### src/rtl/matmult_pkg.sv
// matmult_pkg: shared types and helpers for the matmult_tile slice.
// Holds the controller state encoding, the saturating adder used by the MAC
// lanes when MATMULT_TILE_SAT_EN is defined, and the C-packing index helpers.
package matmult_pkg;

    // Controller states
    typedef enum logic [1:0] {
        IDLE = 2'd0,
        RUN  = 2'd1,
        DONE = 2'd2
    } state_e;

    // Widest accumulator the saturating adder supports
    localparam int SAT_MAX_W = 128;

    localparam logic signed [SAT_MAX_W:0] SAT_ONE = {{SAT_MAX_W{1'b0}}, 1'b1};

    // Signed add of two w-bit values (carried sign-extended in SAT_MAX_W bits),
    // clamped to [-2^(w-1), 2^(w-1)-1]. The caller keeps the low w bits.
    function automatic logic signed [SAT_MAX_W-1:0] sat_add(
        input logic signed [SAT_MAX_W-1:0] a,
        input logic signed [SAT_MAX_W-1:0] b,
        input int unsigned                 w
    );
        logic signed [SAT_MAX_W:0] sum;
        logic signed [SAT_MAX_W:0] hi;
        logic signed [SAT_MAX_W:0] lo;
        sum = {a[SAT_MAX_W-1], a} + {b[SAT_MAX_W-1], b};
        hi  = (SAT_ONE <<< (w - 32'd1)) - SAT_ONE;
        lo  = ~hi;
        if (sum > hi) begin
            sum = hi;
        end else if (sum < lo) begin
            sum = lo;
        end else begin
            sum = sum;
        end
        return sum[SAT_MAX_W-1:0];
    endfunction

    // Lane number of C[i][j] in the packed result
    function automatic int c_lane(input int i, input int j, input int n);
        return i * n + j;
    endfunction

    // Bit offset of C[i][j] in the packed result
    function automatic int c_lsb(input int i, input int j, input int n, input int acc_w);
        return c_lane(i, j, n) * acc_w;
    endfunction

endpackage

### src/rtl/matmult_mac.sv
// matmult_mac: one signed multiply-accumulate lane of the matmult tile.
// Optional feature macro: MATMULT_TILE_SAT_EN -- when defined every accumulate
// step saturates to the ACC_W signed range; otherwise the sum wraps.
module matmult_mac
    import matmult_pkg::*;
#(
    parameter int DATA_W = 16,
    parameter int ACC_W  = 40
) (
    input  logic                     clk,
    input  logic                     rst_n_i,
    input  logic                     load_i,
    input  logic signed [ACC_W-1:0]  load_val_i,
    input  logic                     en_i,
    input  logic signed [DATA_W-1:0] a_i,
    input  logic signed [DATA_W-1:0] b_i,
    output logic signed [ACC_W-1:0]  acc_o,
    output logic signed [ACC_W-1:0]  acc_nxt_o
);

    logic signed [2*DATA_W-1:0] prod_s;
    logic signed [ACC_W-1:0]    prod_ext_s;
    logic signed [ACC_W-1:0]    sum_s;
    logic signed [ACC_W-1:0]    acc_q;
    logic signed [ACC_W-1:0]    acc_d;

`ifdef MATMULT_TILE_SAT_EN
    logic signed [SAT_MAX_W-1:0] sat_s;

    // Full-precision product, sign-extended, then clamped add onto the accumulator
    always_comb begin
        prod_s     = a_i * b_i;
        prod_ext_s = ACC_W'(prod_s);
        sat_s      = sat_add(SAT_MAX_W'(acc_q), SAT_MAX_W'(prod_ext_s), ACC_W);
        sum_s      = sat_s[ACC_W-1:0];
    end
`else
    // Full-precision product, sign-extended, then two's-complement wrapping add
    always_comb begin
        prod_s     = a_i * b_i;
        prod_ext_s = ACC_W'(prod_s);
        sum_s      = acc_q + prod_ext_s;
    end
`endif

    // Next accumulator value: load has priority over accumulate
    always_comb begin
        acc_d = acc_q;
        if (load_i) begin
            acc_d = load_val_i;
        end else if (en_i) begin
            acc_d = sum_s;
        end else begin
            acc_d = acc_q;
        end
    end

    // Accumulator register with synchronous active-low reset
    always_ff @(posedge clk) begin
        if (!rst_n_i) begin
            acc_q <= '0;
        end else begin
            acc_q <= acc_d;
        end
    end

    assign acc_o     = acc_q;
    assign acc_nxt_o = sum_s;

endmodule

### src/rtl/matmult_tile.sv
// matmult_tile: signed fixed-point C[M][N] = A[M][K] x B[K][N] tile with M*N
// parallel MAC lanes over K cycles, optional accumulate onto the previous C.
// Optional feature macro: MATMULT_TILE_SAT_EN (saturating accumulation in the
// lanes); the default build wraps modulo 2^ACC_W.
module matmult_tile
    import matmult_pkg::*;
#(
    parameter int   M      = 2,
    parameter int   N      = 2,
    parameter int   K      = 4,
    parameter int   DATA_W = 16,
    parameter int   ACC_W  = 40,
    localparam int  AW_A   = (M * K > 1) ? $clog2(M * K) : 1,
    localparam int  AW_B   = (K * N > 1) ? $clog2(K * N) : 1
) (
    input  logic                     clk,
    input  logic                     rst,
    input  logic                     valid,
    input  logic [AW_A-1:0]          addra,
    input  logic signed [DATA_W-1:0] inpa,
    input  logic [AW_B-1:0]          addrb,
    input  logic signed [DATA_W-1:0] inpb,
    input  logic                     start,
    input  logic                     accum,
    output logic [M*N*ACC_W-1:0]     c,
    output logic                     busy,
    output logic                     done
);

    localparam int             KW      = (K > 1) ? $clog2(K) : 1;
    localparam logic [KW-1:0]  K_LAST  = KW'(K - 1);
    localparam logic [AW_A:0]  A_DEPTH = (AW_A + 1)'(M * K);
    localparam logic [AW_B:0]  B_DEPTH = (AW_B + 1)'(K * N);

    // Operand buffers, row-major
    logic signed [DATA_W-1:0] a_q [M*K];
    logic signed [DATA_W-1:0] b_q [K*N];

    state_e              state_q, state_d;
    logic [KW-1:0]       k_q, k_d;
    logic                busy_q, done_q;
    logic [M*N*ACC_W-1:0] c_q;

    logic                wr_en_s;
    logic                wa_s, wb_s;
    logic                lane_load_s;
    logic                lane_en_s;
    logic                c_upd_s;

    logic signed [DATA_W-1:0] a_sel_s [M];
    logic signed [DATA_W-1:0] b_sel_s [N];
    logic signed [ACC_W-1:0]  acc_s     [M*N];
    logic signed [ACC_W-1:0]  acc_nxt_s [M*N];

    // Controller next-state and per-cycle strobes
    always_comb begin
        state_d     = state_q;
        k_d         = k_q;
        wr_en_s     = 1'b0;
        lane_load_s = 1'b0;
        lane_en_s   = 1'b0;
        c_upd_s     = 1'b0;
        case (state_q)
            IDLE: begin
                wr_en_s = valid;
                if (start) begin
                    state_d     = RUN;
                    k_d         = '0;
                    lane_load_s = 1'b1;
                end else begin
                    state_d = IDLE;
                end
            end
            RUN: begin
                lane_en_s = 1'b1;
                if (k_q == K_LAST) begin
                    c_upd_s = 1'b1;
                    state_d = DONE;
                    k_d     = '0;
                end else begin
                    k_d = k_q + KW'(1);
                end
            end
            DONE: begin
                state_d = IDLE;
            end
            default: begin
                state_d = IDLE;
                k_d     = '0;
            end
        endcase
    end

    // Controller state, k counter and registered status outputs
    always_ff @(posedge clk) begin
        if (!rst) begin
            state_q <= IDLE;
            k_q     <= '0;
            busy_q  <= 1'b0;
            done_q  <= 1'b0;
        end else begin
            state_q <= state_d;
            k_q     <= k_d;
            busy_q  <= (state_d != IDLE);
            done_q  <= (state_d == DONE);
        end
    end

    // Out-of-range addresses (non-power-of-two depths) never write
    always_comb begin
        wa_s = wr_en_s && ({1'b0, addra} < A_DEPTH);
        wb_s = wr_en_s && ({1'b0, addrb} < B_DEPTH);
    end

    // A/B operand buffers: written only while idle, kept across computations
    always_ff @(posedge clk) begin
        if (!rst) begin
            for (int x = 0; x < M * K; x++) begin
                a_q[x] <= '0;
            end
            for (int x = 0; x < K * N; x++) begin
                b_q[x] <= '0;
            end
        end else begin
            if (wa_s) begin
                a_q[addra] <= inpa;
            end else begin
                a_q[addra] <= a_q[addra];
            end
            if (wb_s) begin
                b_q[addrb] <= inpb;
            end else begin
                b_q[addrb] <= b_q[addrb];
            end
        end
    end

    // Column k of A and row k of B feed the lanes this cycle
    always_comb begin
        for (int i = 0; i < M; i++) begin
            a_sel_s[i] = a_q[i * K + int'(k_q)];
        end
        for (int j = 0; j < N; j++) begin
            b_sel_s[j] = b_q[int'(k_q) * N + j];
        end
    end

    // One MAC lane per C element
    for (genvar gi = 0; gi < M; gi++) begin : g_row
        for (genvar gj = 0; gj < N; gj++) begin : g_col
            localparam int LANE = c_lane(gi, gj, N);
            localparam int LSB  = c_lsb(gi, gj, N, ACC_W);

            logic signed [ACC_W-1:0] load_val_s;

            // Accumulate mode seeds the lane with the current result
            always_comb begin
                if (accum) begin
                    load_val_s = c_q[LSB +: ACC_W];
                end else begin
                    load_val_s = '0;
                end
            end

            matmult_mac #(
                .DATA_W (DATA_W),
                .ACC_W  (ACC_W)
            ) u_mac (
                .clk        (clk),
                .rst_n_i    (rst),
                .load_i     (lane_load_s),
                .load_val_i (load_val_s),
                .en_i       (lane_en_s),
                .a_i        (a_sel_s[gi]),
                .b_i        (b_sel_s[gj]),
                .acc_o      (acc_s[LANE]),
                .acc_nxt_o  (acc_nxt_s[LANE])
            );
        end
    end

    // Result register: captures the final lane sums on the last RUN cycle
    always_ff @(posedge clk) begin
        if (!rst) begin
            c_q <= '0;
        end else if (c_upd_s) begin
            for (int l = 0; l < M * N; l++) begin
                c_q[l*ACC_W +: ACC_W] <= acc_nxt_s[l];
            end
        end else begin
            c_q <= c_q;
        end
    end

    assign c    = c_q;
    assign busy = busy_q;
    assign done = done_q;

    // Current accumulators are observable only through c once published
    logic unused_acc_s;
    always_comb begin
        unused_acc_s = 1'b0;
        for (int l = 0; l < M * N; l++) begin
            unused_acc_s = unused_acc_s ^ (^acc_s[l]);
        end
    end

endmodule

### config.mk
export PLATFORM = sky130hd
export DESIGN_NAME = matmult_tile
export DESIGN_NICKNAME = d
export VERILOG_FILES = /design/src/rtl/matmult_pkg.sv /design/src/rtl/matmult_mac.sv /design/src/rtl/matmult_tile.sv
export SDC_FILE = /design/constraint.sdc
export NUM_CORES = 2
export LEC_CHECK = 0
export ABC_CLOCK_PERIOD_IN_PS = 11700
export BUFFER_PORTS_ARGS = -buffer_cell sky130_fd_sc_hd__buf_2
export CAP_MARGIN = 20
export CELL_PAD_IN_SITES_DETAIL_PLACEMENT = 0
export CELL_PAD_IN_SITES_GLOBAL_PLACEMENT = 2
export CORE_ASPECT_RATIO = 0.9
export CORE_MARGIN = 1
export CORE_UTILIZATION = 35
export CTS_BUF_LIST = sky130_fd_sc_hd__clkbuf_2
export DETAILED_ROUTE_END_ITERATION = 8
export GPL_TIMING_DRIVEN = 1
export PLACE_DENSITY_LB_ADDON = 0.05
export SETUP_SLACK_MARGIN = 0.3
export SLEW_MARGIN = 20
export SYNTH_ARGS = -nofsm -noshare
export SYNTH_HDL_FRONTEND = slang
export SYNTH_HIERARCHICAL = 1
export SYNTH_SLANG_ARGS = --single-unit
export TNS_END_PERCENT = 30
### constraint.sdc
create_clock -name clk -period 11.7 [get_ports clk]
set_input_delay 0 -clock clk [delete_from_list [all_inputs] [get_ports clk]]
set_output_delay 0 -clock clk [all_outputs]
set_load 0.1 [all_outputs]
==> impl_results.md <==
* Run status: finished, final reports clean
* Layout overhead on the synthesized area at 9.117%
* Commonest cells in the netlist: sky130_fd_sc_hd__inv_1 (1490), sky130_fd_sc_hd__fa_1 (1320), sky130_fd_sc_hd__nand2_1 (1056)
* Vias per cell at 4.810
* Share of the synthesized area in compound gates (AO/OA/AOI/OAI) at 0.06138
* Worst Clk Skew at 0.1493 ns
* End-of-flow core utilization at 0.3852
* Maximum number of pins on one net before global-route repair at 201
* Peak fanout along the critical path at 19
* Number of flops mapped to enable cells by yosys at 256
* Synth top area share at 0.3489
* Fill cell count at 21940
* Number of antenna violations at the first check in global routing at 18
* Last weighted congestion value of the routability-driven placer at slightly above 0.8
* Transition time at the pin with the least slew margin at around 1.2 ns
* DRC viols at 0
* Clock tree from TritonCTS: yes
* Global-route wire length before repair at 354.2 mm
* Final count of hold timing violations at 0
* Area share of and/or/nand/nor cells after synthesis at 0.1550
* Worst Setup End Kind: flop
* Commonest register cell after synthesis: sky130_fd_sc_hd__dfxtp_1
* Via count of the first global-routing pass at between 50000 and 60000
* Number of warnings reported in the yosys synthesis log at 6
* TritonCTS sink count at ~580
* Xor-xnor portion of the synthesized cell area at 0.01978
* Number of buffers on the longest clock path at 3
* Final global-route overflow total at 0
* Synth top area cells: sky130_fd_sc_hd__fa_1 (35%), sky130_fd_sc_hd__edfxtp_1 (10%), sky130_fd_sc_hd__dfxtp_1 (8.7%)
* GR Util All Layers at 0.2123
* Final HPWL from detailed placement at 170.0 mm
* Timing-limited maximum frequency at between 100 and 150 MHz
* 1st-pass router iterations at 8
* Average cell area after synthesis at 9.737 um2
* Area enclosed by the die boundary at 218200 um2
* Setup repair after global routing missed its margin: no
* Post-synth net total at roughly 9600
* Most Frequent Cell on Critical Path: sky130_fd_sc_hd__inv_1
* H-tree lvl count at 4
* Clock root buffer master: sky130_fd_sc_hd__clkbuf_2
* Library cells used by synthesis at 97
* Latest clock arrival within the worst-skew pair at 1.72 ns
* Num CTS Buffers at 178
* CP required at 13.31 ns
* Post-DR wirelength/cell at 20.37 um
* Post-synthesis cell type with the largest combined area: sky130_fd_sc_hd__fa_1
* Total number of vias at 53030
* Initial DRC Count at 2421
* Dominant combinational cell family by area after synthesis: adder cells
* Reg-to-reg setup timing slack at approximately 2.6 ns
* Total negative slack for setup checks at 0 ns
* IO Port Bufs at between 200 and 250
* Die boundary height at 443.3 um
* Fraction of synthesized area in multiplexers at 0.05221
* Clock-pin slew on the worst setup and hold paths at 0.11 ns
* Crit-path max cell delay at 0.77 ns
* Mapped Cells at ~7800
* Total Wirelength at 224.5 mm
* Fraction of final layout cells with drive strength greater than 1 at 0.1016
* Number of nets at the end of the flow at 9856
* Adder-cell area share of the yosys netlist at 0.4251
* Setup fix buffers added after clock tree synthesis at 0
* Starting Density at 0.3530
* Number of hold-repair buffers added at the cts stage at 149
* Max-slew violation total from the final report at 0
* Ys async rst share at 0
* Number of placed I/O pins at 205
* Crit path time final at 9.106 ns
* Area of the placeable core at about 210000 um2
* Placement row count at 161
* Final setup vio count at 0
* Area of placed instances at 79430 um2
* Hold slack final at 0.3565 ns
* Tcrit/Tclk final at 0.7783
* Remaining antenna violation count after routing at 0
* Max_slew headroom at 0.2185
* Sequential share of the synthesized area at 0.1882
* Seq cells post-synth at between 500 and 600
* Most common cell in the synthesized netlist: sky130_fd_sc_hd__inv_1
* Kind of launch point of the worst setup path: flop
* Post-synthesis instance area at 75730 um2
* Setup Crit Path Kind: reg -> reg
* Master of the slowest instance on the critical path: sky130_fd_sc_hd__dfxtp_2
* Die X-Extent at around 490 um
* Finished layout cell area at 82640 um2
* Arrival time of data at the critical path endpoint at 10.72 ns
* Max-cap viol count at 0
* Post_cts resized at 0
* Type of the tightest min-delay check: in -> reg
==> state kept, by name, indices dropped and copies added, names as in the netlist, named ones only <==
name / cells
g_row.g_col.u_mac/acc_o: 160
a_q: 128
c: 160
state_q: 2
b_q: 128
busy: 1
k_q: 2
done: 1
==> critical path: cells and delay by family (launching register included) <==
kind	cells	cell delay (ns)
AOI/OAI and AO/OA	7	1.47
xor gates and xnor gates	1	0.12
adders and majority gates	7	3.72
buffers and inverters	9	1.92
DFF	1	0.77
muxes	1	0.76
and+or+nand+nor	2	0.32
==> per-layer routing <==
metal  global-route usage  wire (um)
met3              0.03171       9384
met5                    0         38
met1               0.2996     107100
met2               0.3392     103000
met4              0.05501       5024
==> logic make-up (layout without fill, tap and decap cells) <==
group                    after synthesis  count (layout)
adder cells (fa/ha/maj)             1781            1781
buffers and inverters               1896            2275
other                                  0              14
AO/OA/AOI/OAI                        709             709
multiplexers                         314             314
AND/OR/NAND/NOR                     2323            2323
flip-flops                           584             584
XOR/XNOR                             171             171
==> path summary, 6_finish.rpt <==
kind	startpoint	to	cells after the start
min reg2reg	c[105]	c[105]	2
max	k_q[0]	g_row[1].g_col[1].u_mac/acc_o[38]	27
max reg2reg	k_q[0]	g_row[1].g_col[1].u_mac/acc_o[38]	27
min	addrb[2]	b_q[1][3]	6
==> cell type report <==
cell class	instances	area, um2	share of cell area
Antenna cell	14	35.03	0.0004240
Clock buffer	257	1286	0.01557
Clock inverter	48	325.3	0.003937
Inverter	1524	5720	0.06923
Multi-Input combinational cell	5298	54150	0.6553
Sequential cell	584	14260	0.1725
Tap cell	2852	3568	0.04318
Timing Repair Buffer	446	3292	0.03984
==> through the flow <==
stage	cells	setup WS, ns
global placement	10550	2.818
finish	11020	2.594
floorplan	7778	4.087
detailed placement	10550	2.686
CTS	11010	2.478
global route	11020	1.991
==> layout by cell type, fill, tap and decap left out, types with 57 or more instances in the layout <==
cell type,n
sky130_fd_sc_hd__mux4_2,64
sky130_fd_sc_hd__a21oi_1,202
sky130_fd_sc_hd__nor2_1,128
sky130_fd_sc_hd__clkinv_1,63
sky130_fd_sc_hd__fa_1,1320
sky130_fd_sc_hd__nand2_1,1056
sky130_fd_sc_hd__buf_4,90
sky130_fd_sc_hd__and2_1,685
sky130_fd_sc_hd__inv_1,1490
sky130_fd_sc_hd__clkbuf_2,257
sky130_fd_sc_hd__ha_1,461
sky130_fd_sc_hd__a21o_1,57
sky130_fd_sc_hd__buf_2,202
sky130_fd_sc_hd__mux2i_1,245
sky130_fd_sc_hd__nor3_2,92
sky130_fd_sc_hd__edfxtp_1,256
sky130_fd_sc_hd__xnor2_1,116
sky130_fd_sc_hd__dfxtp_1,326
sky130_fd_sc_hd__dlygate4sd3_1,147
sky130_fd_sc_hd__nor3_1,182
sky130_fd_sc_hd__o21ai_0,188
Power is left out: the tool's default activity adds up to more than one toggle a clock period on the data nets, which glitch-free logic cannot reach.
